===== config.mk =====
export PLATFORM = sky130hd
export DESIGN_NAME = fetch_unit
export DESIGN_NICKNAME = d
export VERILOG_FILES = /design/src/rtl/fetch_unit.sv
export SDC_FILE = /design/constraint.sdc
export NUM_CORES = 1
export LEC_CHECK = 0
export ABC_AREA = 1
export CAP_MARGIN = 5
export CORE_ASPECT_RATIO = 2
export CORE_MARGIN = 5
export CORE_UTILIZATION = 39
export CTS_CLUSTER_SIZE = 14
export DETAILED_ROUTE_END_ITERATION = 8
export PLACE_DENSITY = 0.79
export SETUP_SLACK_MARGIN = 0.1
export SYNTH_ARGS = -nofsm -noshare
export SYNTH_HDL_FRONTEND = slang
export SYNTH_SLANG_ARGS = --single-unit

===== constraint.sdc =====
create_clock -name clk -period 1.65 [get_ports clk]
set_input_delay 0.33 -clock clk [delete_from_list [all_inputs] [get_ports clk]]
set_output_delay 0.33 -clock clk [all_outputs]
set_load 0.02 [all_outputs]

===== src/rtl/fetch_unit.sv =====
// Instruction fetch controller: issues one instruction-memory request at a time
// for the current PC, holds the returned word for the decoder, and computes the
// next PC (hold, increment or redirect target) for program_counter.
module fetch_unit #(
    parameter int unsigned DATA_WIDTH = 8,
    parameter int unsigned ADDR_WIDTH = 8
) (
    input  logic                  clk,
    input  logic                  rst_n,
    input  logic [ADDR_WIDTH-1:0] pc_cur,
    output logic [ADDR_WIDTH-1:0] pc_next,
    output logic                  imem_req_valid,
    output logic [ADDR_WIDTH-1:0] imem_req_addr,
    input  logic                  imem_req_ready,
    input  logic                  imem_rsp_valid,
    input  logic [DATA_WIDTH-1:0] imem_rsp_data,
    output logic                  instr_valid,
    output logic [DATA_WIDTH-1:0] instr_data,
    output logic [ADDR_WIDTH-1:0] instr_pc,
    input  logic                  instr_ready,
    input  logic                  redirect_valid,
    input  logic [ADDR_WIDTH-1:0] redirect_pc,
    input  logic                  halt
);

    typedef enum logic [2:0] {
        StIdle,
        StFetch,
        StWait,
        StHold,
        StDrain
    } state_e;

    localparam logic [ADDR_WIDTH-1:0] PcOne = {{(ADDR_WIDTH-1){1'b0}}, 1'b1};

    state_e                state_q, state_d;
    logic [DATA_WIDTH-1:0] instr_data_q, instr_data_d;
    logic [ADDR_WIDTH-1:0] instr_pc_q, instr_pc_d;
    logic                  req_fire;

    // A redirect in flight blocks the request so the stale PC is never fetched.
    assign imem_req_valid = (state_q == StFetch) && !halt && !redirect_valid;
    assign imem_req_addr  = pc_cur;
    assign req_fire       = imem_req_valid && imem_req_ready;

    // Decoded from state so it drops as soon as reset asserts.
    assign instr_valid = (state_q == StHold);
    assign instr_data  = instr_data_q;
    assign instr_pc    = instr_pc_q;

    // Next PC: redirect wins, then advance on an accepted request, else hold.
    always_comb begin
        pc_next = pc_cur;
        if (redirect_valid) begin
            pc_next = redirect_pc;
        end else if (req_fire) begin
            pc_next = pc_cur + PcOne;
        end
    end

    // Next-state and capture logic for the fetch FSM.
    always_comb begin
        state_d      = state_q;
        instr_data_d = instr_data_q;
        instr_pc_d   = instr_pc_q;
        unique case (state_q)
            StIdle: begin
                state_d = StFetch;
            end
            StFetch: begin
                if (req_fire) begin
                    instr_pc_d = pc_cur;
                    state_d    = StWait;
                end
            end
            StWait: begin
                if (imem_rsp_valid) begin
                    if (redirect_valid) begin
                        state_d = StFetch;
                    end else begin
                        instr_data_d = imem_rsp_data;
                        state_d      = StHold;
                    end
                end else if (redirect_valid) begin
                    state_d = StDrain;
                end
            end
            StHold: begin
                // Ready and redirect together still count as a delivery.
                if (instr_ready || redirect_valid) begin
                    state_d = StFetch;
                end
            end
            StDrain: begin
                if (imem_rsp_valid) begin
                    state_d = StFetch;
                end
            end
            default: begin
                state_d = StIdle;
            end
        endcase
    end

    // State and held-instruction registers.
    always_ff @(posedge clk or negedge rst_n) begin
        if (!rst_n) begin
            state_q      <= StIdle;
            instr_data_q <= '0;
            instr_pc_q   <= '0;
        end else begin
            state_q      <= state_d;
            instr_data_q <= instr_data_d;
            instr_pc_q   <= instr_pc_d;
        end
    end

endmodule


==> out/results.ini <==
[worst_setup_path]
max_stage_delay_ns = 0.43
r2r-start = state_q[2]
cp-start-kind = flop
worst_path_most_repeated_cell = nand2_2
path_cells = nor2_4 > nand3_4 > nor2_4 > buf_6 > nand2_2 > nand2_2 > nand3_2 > nand2_2 > buf_6
cpMaxStageDelayCell = dfrtp_1
startpoint = state_q[2]
endpoint_kind = output pin
r2r_slack_ns = 0.23
path_max_fanout = 6
worstPathArrival_ns = 1.63
critPathKind = reg2out
required_ns = 1.32

[floorplan]
fp.dieArea_um2 = 4540
die_w_um = 50.2
io_pins = 65
initial_core_util = 0.399
core-area_um2 = 3160
die_y_um = 90.4
num_rows = 29

[synthesis]
synth-main-ff-cell = dfrtp_1
synth_top_area_frac = 0.377
yosys-top-cells-area = dfrtp_1 38%, nand2_1 21%, nand3_1 8.3%
netlist_top_cells_count = 72 x nand2_1, 21 x nand3_1, 19 x dfrtp_1
synth_top_cell_by_area = dfrtp_1
synth_nets = 204
syn_inst = 172
yosysWarningCount = 0
yosysMostFrequentCell = nand2_1
synth_cell_types = 26
synth_seq_area_share = 0.377
syn_area_um2 = 1260
postSynth.asyncResetShare = 1.00
synth.avg_cell_area_um2 = 7.33
ys_seq_elements = 19
synth_edf_count = 0

[timing]
setup_ws_ns = -0.307
tightestPinTransition_ns = 0.318
hold_viol = 0
finalSetupViolCount = 9
layout_worst_path_cycle_share = 1.19
rsz0062_at_grt = yes
final_max_slew_viol_count = 0
slew_headroom = 0.787
fin_skew_ns = 0.00509
min_period_ns = 1.96
tns_ns = -2.26
max_freq_ghz = 0.511

[pwr]
p_comb_frac = 0.584
power_frac_seq = 0.295
finalPower_w = 0.00272
leakage_nw = 1.28
p_switching_w = 0.00116
power.density_nw_per_um2 = 1200
p_clk_frac = 0.121
p_int_w = 0.00156
switching_share = 0.426
vdd_drop_max_mv = 0.619

[routing]
wl_um = 3970
dr_total_vias = 1437
drt-pass1-iter-count = 4
drc = 0
vias_per_cell = 4.89
antenna_left = 0
drtIter0Drc = 27
wl_per_cell_um = 13.5

[clock_tree]
clkTransAtPathRegs_ns = 0.07
clock-sinks = 19
cts_made_buffers = 3
clk_latency_ns = 0.26
clockRootBuffer = clkbuf_8
postCtsHoldBufs = 0
clock_path_buffers = 2
htree_levels = 1
cts_tree = built

[status]
status = finished with violations
violations = negative setup slack

[final_layout]
final_util = 0.717
fin_nets = 296
drive_above_1_share = 0.346
multiInputGateArea_um2 = 711
antennaDiodeCount = 0
area_delta_synth_final_pct = 79.5
final_area_um2 = 2260
nFillCells = 219
regArea_um2 = 475

[placement]
portBuffers = 64
placed_area_um2 = 2030
gp_congestion = 0.810
place_worst_setup_slack_ns = -0.866
dp_hpwl_um = 2770

[global_routing]
grt_overflow = 0
grt_max_degree = 20
first_global_vias = 1455
grt_pass1_wl_um = 6180
antenna_found_initial = 0
grtUsageTotal = 0.168

[hold_path]
hold_class = in2async

[flow_run]
cap_violations = 0

critical path: cells and delay by family (launching register included):
family | cells | cell delay, ns
flip-flops | 1 | 0.43
AND/OR/NAND/NOR | 7 | 0.67
buffers and inverters | 2 | 0.25
state kept, by name, summed over array words and instances (netlist names):
signal and count:
instr_data 8, instr_pc 8, state_q 3
per-stage QoR:
stage | std cells | hold WS, ns
after detailed placement | 281 | 0.458
final | 294 | 0.402
after global routing | 294 | 0.432
after CTS | 293 | 0.407
after global placement | 281 | 0.453
after floorplan | 172 | 0.0344
logic make-up (layout without fill, tap and decap cells):
logic type / Yosys count / count (layout) / synth area share
AOI/OAI and AO/OA: 14 / 14 / 0.0834
xor gates and xnor gates: 2 / 2 / 0.0139
adders and majority gates: 1 / 1 / 0.00993
buffers and inverters: 29 / 120 / 0.135
DFF: 19 / 19 / 0.377
and+or+nand+nor: 107 / 107 / 0.380
power by group through the flow:
stage                     clock network (W)  registers (W)  logic [W]
after detailed placement                  0       0.000807    0.00154
after floorplan                           0        0.00102   0.000606
after global routing               0.000352       0.000831    0.00172
final                              0.000330       0.000802    0.00159
after global placement                    0       0.000799    0.00151
after CTS                          0.000331       0.000796    0.00149
repair_timing:
action                     CTS  global route
pin swaps                    7            15
resized for setup           92            42
setup endpoints to repair   27            21
setup buffers                8             3
cell type report:
class	count	area share
multi-input combinational	124	0.314
inverter	16	0.0288
tap	31	0.0171
sequential	19	0.210
timing repair buffer	100	0.410
clock buffer	4	0.0199
routing by layer:
| metal | vias up | share of wire | track usage | wire length, um |
|---|---|---|---|---|
| met3 | 10 | 0.062 | 0.0198 | 245 |
| met5 | - | 0 | 0 | 0 |
| met2 | 64 | 0.58 | 0.315 | 2310 |
| li1 | 711 | - | - | - |
| met1 | 652 | 0.33 | 0.165 | 1310 |
| met4 | 0 | 0.027 | 0.0919 | 106 |
path summary, 6_finish.rpt:
path | end | cells after the start
hold reg to reg | instr_data[3] | 2
setup / recovery | pc_next[2] | 9
setup reg to reg | instr_pc[2] | 8
max in group asynchronous | instr_pc[7] | 2
min in group clk | instr_data[3] | 2
hold / removal | state_q[2] | 2
layout by cell type, fill, tap and decap left out:
| cell type | Yosys | routed |
|---|---|---|
| nand2_1 | 72 | 58 |
| buf_4 | 8 | 30 |
| clkdlybuf4s50_1 | 0 | 24 |
| dlygate4sd2_1 | 0 | 21 |
| dfrtp_1 | 19 | 19 |
| nand3_1 | 21 | 18 |
| buf_6 | 4 | 16 |
| nand2_2 | 1 | 13 |
| inv_1 | 14 | 13 |
| o21ai_2 | 7 | 7 |
| dlymetal6s2s_1 | 0 | 7 |
| nor2_4 | 1 | 4 |
| nor2_1 | 4 | 3 |
| nand3_2 | 1 | 3 |
| nand2_4 | 1 | 3 |
| clkbuf_8 | 0 | 3 |
| inv_4 | 0 | 2 |
| xor2_1 | 2 | 2 |
| o21ai_1 | 2 | 2 |
| o21ai_0 | 2 | 2 |
| nand3_4 | 0 | 1 |
| inv_2 | 1 | 1 |
| nor3_2 | 0 | 1 |
| o21a_1 | 1 | 1 |
| a21oi_2 | 0 | 1 |
| nor2_2 | 3 | 1 |
| nor3b_4 | 1 | 1 |
| a21boi_2 | 1 | 1 |
| nand3b_1 | 1 | 1 |
| ha_2 | 0 | 1 |
| clkbuf_1 | 0 | 1 |
| buf_2 | 1 | 1 |
| clkbuf_2 | 0 | 1 |
Power figures use the tool's default switching activity.
